**config.mk**
```make
export PLATFORM = sky130hd
export DESIGN_NAME = i2c_slave_rx
export DESIGN_NICKNAME = d
export VERILOG_FILES = /design/src/rtl/i2c_slave_rx.sv
export SDC_FILE = /design/constraint.sdc
export NUM_CORES = 1
export LEC_CHECK = 0
export ABC_CLOCK_PERIOD_IN_PS = 3250
export CAP_MARGIN = 20
export CORE_MARGIN = 1.5
export CORE_UTILIZATION = 25
export CTS_CLUSTER_SIZE = 25
export DETAILED_ROUTE_END_ITERATION = 16
export PLACE_DENSITY = 0.45
export SYNTH_ARGS = -nofsm -noshare
export SYNTH_HDL_FRONTEND = slang
export SYNTH_SLANG_ARGS = --single-unit
```
**constraint.sdc**
```tcl
create_clock -name clk -period 3.25 [get_ports clk]
set_input_delay 0.325 -clock clk [delete_from_list [all_inputs] [get_ports clk]]
set_output_delay 0.325 -clock clk [all_outputs]
set_load 0.005 [all_outputs]
```
**src/rtl/i2c_slave_rx.sv**
```systemverilog
// Write-only I2C target: oversamples SCL/SDA, detects START/STOP, matches a
// 7-bit address, ACKs by pulling SDA and strobes out each received data byte.
module i2c_slave_rx #(
    parameter logic [6:0]  SLAVE_ADDR  = 7'h50,
    parameter int unsigned SYNC_STAGES = 2
) (
    input  logic       clk,
    input  logic       reset,
    input  logic       scl_in,
    input  logic       sda_in,
    output logic       sda_oe,
    output logic [7:0] rx_data,
    output logic       rx_valid,
    output logic [7:0] byte_count,
    output logic       busy,
    output logic       start_det,
    output logic       stop_det
);

    localparam int unsigned BIT_W = 4;

    typedef enum logic [2:0] {
        IDLE,
        ADDR,
        ADDR_ACK,
        DATA,
        DATA_ACK,
        WAIT_STOP
    } state_t;

    state_t                 state;
    logic [BIT_W-1:0]       bit_cnt;
    logic [7:0]             shift;
    logic                   addr_ok;
    logic                   ack_phase;
    logic [SYNC_STAGES-1:0] scl_sync;
    logic [SYNC_STAGES-1:0] sda_sync;
    logic                   scl_hist;
    logic                   sda_hist;

    logic       scl_now_c, sda_now_c;
    logic       scl_rise_c, scl_fall_c, start_c, stop_c;
    logic [7:0] byte_next_c;

    // Line events come from the last sync stage compared with the history flop
    always_comb begin
        scl_now_c   = scl_sync[SYNC_STAGES-1];
        sda_now_c   = sda_sync[SYNC_STAGES-1];
        scl_rise_c  = scl_now_c & ~scl_hist;
        scl_fall_c  = ~scl_now_c & scl_hist;
        start_c     = scl_now_c & scl_hist & sda_hist & ~sda_now_c;
        stop_c      = scl_now_c & scl_hist & ~sda_hist & sda_now_c;
        byte_next_c = {shift[6:0], sda_now_c};
    end

    always_ff @(posedge clk) begin
        if (reset) begin
            scl_sync <= '1;
            sda_sync <= '1;
            scl_hist <= 1'b1;
            sda_hist <= 1'b1;
        end else begin
            scl_sync <= {scl_sync[SYNC_STAGES-2:0], scl_in};
            sda_sync <= {sda_sync[SYNC_STAGES-2:0], sda_in};
            scl_hist <= scl_now_c;
            sda_hist <= sda_now_c;
        end
    end

    always_ff @(posedge clk) begin
        if (reset) begin
            state      <= IDLE;
            bit_cnt    <= '0;
            shift      <= '0;
            addr_ok    <= 1'b0;
            ack_phase  <= 1'b0;
            sda_oe     <= 1'b0;
            rx_data    <= '0;
            rx_valid   <= 1'b0;
            byte_count <= '0;
            busy       <= 1'b0;
            start_det  <= 1'b0;
            stop_det   <= 1'b0;
        end else begin
            rx_valid  <= 1'b0;
            start_det <= 1'b0;
            stop_det  <= 1'b0;
            // Bus conditions override any SCL edge seen in the same cycle
            if (start_c) begin
                start_det  <= 1'b1;
                state      <= ADDR;
                busy       <= 1'b1;
                bit_cnt    <= '0;
                byte_count <= '0;
                sda_oe     <= 1'b0;
            end else if (stop_c) begin
                stop_det <= 1'b1;
                state    <= IDLE;
                busy     <= 1'b0;
                sda_oe   <= 1'b0;
            end else begin
                unique case (state)
                    IDLE, WAIT_STOP: begin
                    end
                    ADDR: begin
                        if (scl_rise_c) begin
                            shift <= byte_next_c;
                            if (bit_cnt == BIT_W'(7)) begin
                                bit_cnt   <= '0;
                                state     <= ADDR_ACK;
                                ack_phase <= 1'b0;
                                addr_ok   <= (byte_next_c[7:1] == SLAVE_ADDR) && !byte_next_c[0];
                            end else begin
                                bit_cnt <= bit_cnt + BIT_W'(1);
                            end
                        end
                    end
                    ADDR_ACK: begin
                        if (scl_fall_c) begin
                            if (!ack_phase) begin
                                sda_oe    <= addr_ok;
                                ack_phase <= 1'b1;
                            end else begin
                                sda_oe  <= 1'b0;
                                bit_cnt <= '0;
                                state   <= addr_ok ? DATA : WAIT_STOP;
                            end
                        end
                    end
                    DATA: begin
                        if (scl_rise_c) begin
                            shift <= byte_next_c;
                            if (bit_cnt == BIT_W'(7)) begin
                                bit_cnt   <= '0;
                                state     <= DATA_ACK;
                                ack_phase <= 1'b0;
                                rx_data   <= byte_next_c;
                                rx_valid  <= 1'b1;
                                if (byte_count != 8'hFF)
                                    byte_count <= byte_count + 8'd1;
                            end else begin
                                bit_cnt <= bit_cnt + BIT_W'(1);
                            end
                        end
                    end
                    DATA_ACK: begin
                        if (scl_fall_c) begin
                            if (!ack_phase) begin
                                sda_oe    <= 1'b1;
                                ack_phase <= 1'b1;
                            end else begin
                                sda_oe  <= 1'b0;
                                bit_cnt <= '0;
                                state   <= DATA;
                            end
                        end
                    end
                    default: begin
                        state <= IDLE;
                        busy  <= 1'b0;
                    end
                endcase
            end
        end
    end

endmodule

```
After elaboration in Yosys (flattened, before gate mapping)

Cells that the tools add are included.

Flip-flop bits (word level): 43
Input bits: 4
Output and inout port bits: 21
Logic and storage cells: 118

Add/sub/neg operators: 2
Equal/unequal tests: 30
Muxes and demuxes: 32
Bitwise logic cells: 16
Reduce and logical (&&, ||, !) cells: 21

Operators with widths:

| kind                                                                    | number |
|---|---|
| 4-bit inequality test, second input constant                            | 8 |
| 3-bit 2-to-1 mux                                                        | 9 |
| 5-bit AND reduction                                                     | 4 |
| 9-bit AND reduction                                                     | 2 |
| 4-bit 2-to-1 mux                                                        | 4 |
| 2-bit inequality test, second input constant                            | 8 |
| 1-bit 2-to-1 mux                                                        | 15 |
| 3-bit one-hot mux with 5 select lines                                   | 1 |
| 1-bit NOT                                                               | 9 |
| 8-bit by 1-bit adder with 8-bit output, second input constant           | 1 |
| 2-bit by 1-bit inequality test with 1-bit output, second input constant | 4 |
| 8-bit inequality test, second input constant                            | 1 |
| 4-bit one-hot mux with 2 select lines                                   | 1 |
| 2-bit OR reduction                                                      | 4 |
| 1-bit AND                                                               | 7 |
| 7-bit == test, second input constant                                    | 1 |
| 3-bit by 2-bit == test with 1-bit output, second input constant         | 2 |
| 3-bit == test, second input constant                                    | 2 |
| 6-bit AND reduction                                                     | 1 |
| 6-bit OR reduction                                                      | 1 |
| 5-bit OR reduction                                                      | 1 |
| 4-bit by 1-bit adder with 4-bit output, second input constant           | 1 |
| 4-bit by 3-bit == test with 1-bit output, second input constant         | 1 |
| 1-bit one-hot mux with 2 select lines                                   | 2 |
| other kinds (10)                                                        | 11 |

Longest topological paths before layout

Gate-level depths: netlist of the first run.

Depth in word-level cells: 6
Mapped depth: 6
Depth with buffers taken out: 5

Worst setup path after synthesis of the first run

No wires, ideal clock.

Path kind: flip-flop to flip-flop
Start: register bit_cnt[0]
End: register rx_data[0]
Setup time: 0.128 ns
Data arrival time: 1.410 ns
Required time: 3.122 ns
Path slack: 1.713 ns
Stages on the path, launching flop included: 7
Path buffers: 1
Period minus slack after synthesis: 1.537 ns
Cells stage by stage: dfxtp_1 ha_1 and4b_1 and2_1 buf_2 mux2i_1 nor2_1

Longest elaborated chain between the ends: 2

Ends and longest elaborated chain:

| item                                     | RTL line | text |
|---|---|---|
| start, declared                          | 32       | `logic [BIT_W-1:0] bit_cnt;` |
| start signal, assigned                   | 114      | `bit_cnt <= bit_cnt + BIT_W'(1);` |
| start signal, assigned                   | 142      | `bit_cnt <= bit_cnt + BIT_W'(1);` |
| 4-bit by 3-bit == test with 1-bit output | 133      | `if (bit_cnt == BIT_W'(7)) begin` |
| 5-bit AND reduction (no source line)     | --       |  |
| end signal, assigned                     | 137      | `rx_data <= byte_next_c;` |
| end, declared                            | 12       | `output logic [7:0] rx_data,` |

No other way between the ends.
A chain may end at the register's enable or synchronous reset.

Final worst setup path of the first run

Same ends and word-level chain as after synthesis.

==> flow_metrics.py, run 1 <==
metrics = {
    "sta": {
        "min_period_over_period": 0.5572,
        "hold_viol_final": 0,
        "maxSlewViolCount": 0,
        "worst_pin_slew_ns": 0.5176,
        "setup_viol": 0,
        "relSlewSlack": 0.6550,
        "worst_slack_ns": 1.439,
        "fin_worst_skew_ns": 0.01010,
        "tns_ns": 0,
        "rsz0062_at_grt": "false",
        "clock.fmax_ghz": 0.5523,
        "fin_crit_ns": 1.811,
    },
    "critical_path": {
        "crit_buf_inv": 0,
        "crit_family": "simple AND/OR/NAND/NOR gates",
        "crit_chain": "ha_1 -> and4b_1 -> and2_1 -> mux2i_1 -> nor2_1",
        "path_class": "reg -> reg",
        "cp_data_required_time_ns": 3.44,
        "cp-end-kind": "flop",
        "cp_max_fo": 9,
        "start_kind": "flop",
        "max_stage_delay_ns": 0.49,
        "crit_slowest_cell": "and2_1",
        "arrival_ns": 2.00,
    },
    "grt": {
        "grt_pass1_vias": 1322,
        "grt_max_degree": 30,
        "grt-ovfl-total": 0,
        "grt_use_total": 0.1102,
        "grt_antenna_before_repair": 0,
        "grt_pass1_wl_um": 6451,
    },
    "floorplanning": {
        "row_count": 30,
        "dieHeight_um": 87.01,
        "die_area_um2": 7570,
        "start_util": 0.2597,
        "io_pins": 25,
        "coreArea_um2": 6794,
        "fp.dieW_um": 87.01,
    },
    "synthesis": {
        "ys_seq_area_frac": 0.4879,
        "async_flop_share": 0,
        "synth_cell_types": 40,
        "ys.flop_type": "dfxtp_1",
        "syn_area_um2": 1764,
        "synth_edf_count": 0,
        "yosysWarningCount": 0,
        "syn_inst": 194,
        "syn_area_per_cell_um2": 9.094,
        "synth_seq_cells": 43,
        "syn_nets": 200,
    },
    "finish": {
        "multiInputGateArea_um2": 863.3,
        "syn_to_final_growth_pct": 25.74,
        "n_fill_cell": 720,
        "utilization": 0.3265,
        "n_antenna_cell": 0,
        "final_common_cell": "dfxtp_1",
        "layout_common_cells": "dfxtp_1 (43), a21oi_1 (27), nand2_1 (24), clkdlybuf4s50_1 (24), nor2_1 (17)",
        "area.sequential_um2": 860.8,
        "nNetsFinal": 225,
        "drive_above_1_share": 0.09545,
    },
    "routing": {
        "initialDrtViolationCount": 33,
        "vias": 1381,
        "drc": 0,
        "dr.pass1.iters": 4,
        "vias_per_cell": 4.370,
        "routed_wl_um": 3721,
        "ant_nets": 0,
        "wl_per_cell_um": 11.78,
    },
    "clock_network": {
        "cts_made_buffers": 5,
        "cts-root-buf": "clkbuf_8",
        "clock_latency_ns": 0.30,
        "post-cts-setup-buffers": 0,
        "post_cts_resized": 0,
        "clock_path_buffers": 2,
        "hold_buffers": 0,
        "path_clk_slew_ns": 0.09,
        "h-tree-depth": 2,
        "cts_tree": "yes",
        "cts.sinks": 43,
    },
    "place": {
        "portBuffers": 24,
        "place.gp.congestion": 0.8375,
        "dpl_worst_slack_ns": 1.272,
        "dp_hpwl_um": 2461,
    },
    "pwr": {
        "total_power_mw": 0.9927,
        "power_leakage_nw": 0.7234,
        "ir_drop_mv": 0.2073,
        "p_per_area_nw_per_um2": 447.5,
    },
    "outcome": {
        "status": "completed",
    },
    "job": {
        "maxCapViolCount": 0,
    },
    "worst_hold_path": {
        "hp-class": "reg -> reg",
    },
}
==> path summary, 6_finish.rpt <==
path	cells after the start	start	to	slack, ns
worst min register to register	1	sda_sync[0]$_SDFF_PP1_	sda_sync[1]$_SDFF_PP1_	0.41
worst max register to register	5	bit_cnt[0]$_SDFFE_PP0P_	rx_data[0]$_SDFFE_PP0P_	1.44
worst min-delay path	1	sda_sync[0]$_SDFF_PP1_	sda_sync[1]$_SDFF_PP1_	0.41
worst max-delay path	5	bit_cnt[0]$_SDFFE_PP0P_	rx_data[0]$_SDFFE_PP0P_	1.44
==> state kept, by name (all words and copies together) (netlist names), 2 cells and up <==
name,flops
scl_sync,2
shift,7
state,3
bit_cnt,4
byte_count,8
sda_sync,2
rx_data,8
==> stage by stage <==
stage / cells / instance area, µm² / hold WS [ns]
finish: 316 / 2218 / 0.4148
global route: 316 / 2218 / 0.4273
CTS: 316 / 2218 / 0.4143
detailed placement: 308 / 2103 / 0.3932
global placement: 308 / 2103 / 0.3916
floorplan: 194 / 1764 / 0.3895
==> report_power, final <==
group          internal [mW]  switching (mW)
registers              0.531         0.00440
clock network          0.232           0.200
logic                 0.0112          0.0138
total                  0.774           0.219
==> metal layers <==
metal  GRT usage  up-vias  share of wire
li1            -      726              -
met1      0.1490      623           0.54
met3     0.03602        5          0.042
met2      0.1593       27           0.40
met4     0.04839        0          0.015
met5           0        -              0
==> synth_stat cells (3+ instances only) <==
master    instances  area, µm²
nand2_1          24      90.09
a21oi_1          27      135.1
nand2b_1          4      25.02
clkbuf_1          4      15.01
or2_2             7      43.79
nand3_1           9      45.04
dfxtp_1          43      860.8
nor2_1           17      63.81
inv_1             3      11.26
mux2i_1          10      100.1
o21ai_0           4      20.02
xor2_1            3      26.28
or3_1             4      25.02
==> cell families after synthesis <==
logic type,synth area share
and+or+nand+nor,0.2702
xor gates and xnor gates,0.01490
AOI/OAI and AO/OA,0.1333
muxes,0.05674
buffers and inverters,0.02269
adders and majority gates,0.01418
DFF,0.4879
==> final cells by class <==
cell class	instances	share of cell area
inverters	3	0.005076
clock inverters	3	0.02087
repair buffers	25	0.1117
clock buffers	5	0.03102
flip-flops and latches	43	0.3880
well taps	96	0.05415
multi-input cells	141	0.3892
Note: power is estimated with default switching activity, not from simulation.
==> run 2: changes to the inputs <==
--- a/config.mk
+++ b/config.mk
@@ -5,7 +5,7 @@
 export SDC_FILE = /design/constraint.sdc
 export NUM_CORES = 1
 export LEC_CHECK = 0
-export ABC_CLOCK_PERIOD_IN_PS = 3250
+export ABC_CLOCK_PERIOD_IN_PS = 1800
 export CAP_MARGIN = 20
 export CORE_MARGIN = 1.5
 export CORE_UTILIZATION = 25
==> constraint.sdc (replaced) <==
create_clock -name clk -period 1.8 [get_ports clk]
set_input_delay 0.18 -clock clk [delete_from_list [all_inputs] [get_ports clk]]
set_output_delay 0.18 -clock clk [all_outputs]
set_load 0.005 [all_outputs]
==> flow_metrics.py, run 2 (synthesis gave the netlist of run 1 again) <==
metrics = {
    "place": {
        "placed_cell_area_um2": 2161,
        "place.gp.congestion": 0.7904,
        "portBuffers": 24,
        "dpl_worst_slack_ns": 0.1565,
        "dp_hpwl_um": 2537,
    },
    "clock_network": {
        "path_clk_slew_ns": 0.09,
        "cts-root-buf": "clkbuf_8",
        "post_cts_resized": 0,
        "post-cts-setup-buffers": 0,
        "hold_buffers": 0,
        "h-tree-depth": 2,
        "clock_latency_ns": 0.30,
        "cts_made_buffers": 5,
        "cts_tree": "yes",
        "clock_path_buffers": 2,
        "cts.sinks": 43,
    },
    "sta": {
        "min_period_over_period": 0.9217,
        "maxSlewViolCount": 0,
        "worst_slack_ns": 0.1410,
        "relSlewSlack": 0.7441,
        "setup_viol": 0,
        "tns_ns": 0,
        "worst_pin_slew_ns": 0.3826,
        "fin_worst_skew_ns": 0.01038,
        "clock.fmax_ghz": 0.6028,
        "hold_viol_final": 0,
        "fin_crit_ns": 1.659,
        "rsz0062_at_grt": "false",
    },
    "floorplanning": {
        "row_count": 30,
        "dieHeight_um": 87.01,
        "io_pins": 25,
        "fp.dieW_um": 87.01,
        "coreArea_um2": 6794,
        "die_area_um2": 7570,
        "start_util": 0.2597,
    },
    "critical_path": {
        "cp_max_fo": 8,
        "cp-end-kind": "flop",
        "start_kind": "flop",
        "path_class": "reg -> reg",
        "cp_data_required_time_ns": 2.03,
        "arrival_ns": 1.89,
    },
    "routing": {
        "wl_met1_um": 1969,
        "wl_per_cell_um": 11.92,
        "vias_per_cell": 4.478,
        "drc": 0,
        "vias": 1442,
        "initialDrtViolationCount": 33,
        "met3WireLength_um": 162,
        "wl_met2_um": 1606,
        "routed_wl_um": 3839,
        "highest_layer": "met4",
        "ant_nets": 0,
        "dr.pass1.iters": 4,
    },
    "finish": {
        "n_antenna_cell": 0,
        "layout_common_cells": "dfxtp_1 (43), a21oi_1 (27), nand2_1 (24), clkdlybuf4s50_1 (24), nor2_1 (17)",
        "syn_to_final_growth_pct": 28.09,
        "drive_above_1_share": 0.1195,
        "nNetsFinal": 231,
        "final_common_cell": "dfxtp_1",
        "fin_area_um2": 2260,
        "n_fill_cell": 724,
        "largestRegisters": "byte_count x8, rx_data x8, shift x7",
    },
    "grt": {
        "grt_use_total": 0.1112,
        "grt_pass1_wl_um": 6541,
        "grt_antenna_before_repair": 0,
        "grt_pass1_vias": 1386,
        "grt-ovfl-total": 0,
        "grt_max_degree": 21,
    },
    "pwr": {
        "p_per_area_nw_per_um2": 745.3,
        "power_leakage_nw": 0.7483,
        "ir_drop_mv": 0.3761,
        "total_power_mw": 1.684,
    },
    "job": {
        "maxCapViolCount": 0,
    },
    "worst_hold_path": {
        "hp-class": "reg -> reg",
    },
    "outcome": {
        "status": "completed",
    },
}
==> run 2: path summary, 6_finish.rpt <==
check,start,to,slack [ns],cells past startpoint
hold reg to reg,scl_sync[0]$_SDFF_PP1_,scl_sync[1]$_SDFF_PP1_,0.42,1
setup reg to reg,bit_cnt[0]$_SDFFE_PP0P_,byte_count[6]$_SDFFE_PP0P_,0.14,5
hold / removal,scl_sync[0]$_SDFF_PP1_,scl_sync[1]$_SDFF_PP1_,0.42,1
setup / recovery,bit_cnt[0]$_SDFFE_PP0P_,byte_count[6]$_SDFFE_PP0P_,0.14,5
==> run 2: metrics by stage <==
stage,instances,hold slack (ns),util
CTS,322,0.4226,0.3326
detailed placement,314,0.3992,0.3180
floorplan,194,0.2838,-
global route,322,0.4326,0.3326
global placement,314,0.3912,0.3180
finish,322,0.4188,0.3326
==> run 2: per-layer routing <==
| metal | track usage | vias up |
|---|---|---|
| li1 | - | 751 |
| met1 | 0.1471 | 656 |
| met2 | 0.1642 | 27 |
| met3 | 0.02938 | 8 |
| met4 | 0.06012 | 0 |
| met5 | 0 | - |
==> run 2: where the power goes <==
group	switching (mW)	internal [mW]
logic	0.0274	0.0235
clock network	0.353	0.314
registers	0.00705	0.959
==> run 2: final cells by class <==
type	instances	area [µm²]	area share
clock buffers	6	82.58	0.03654
clock inverters	2	16.27	0.007198
inverters	3	11.26	0.004983
multi-input cells	141	863.3	0.3821
flip-flops and latches	43	860.8	0.3810
well taps	96	120.1	0.05316
repair buffers	31	305.3	0.1351
==> run 2: worst max-delay path, stage by stage (launching register included) <==
cell      delay, ns
dfxtp_1        0.38
ha_1           0.21
and4b_1        0.30
o211ai_4       0.14
or4_1          0.42
a21oi_1        0.14
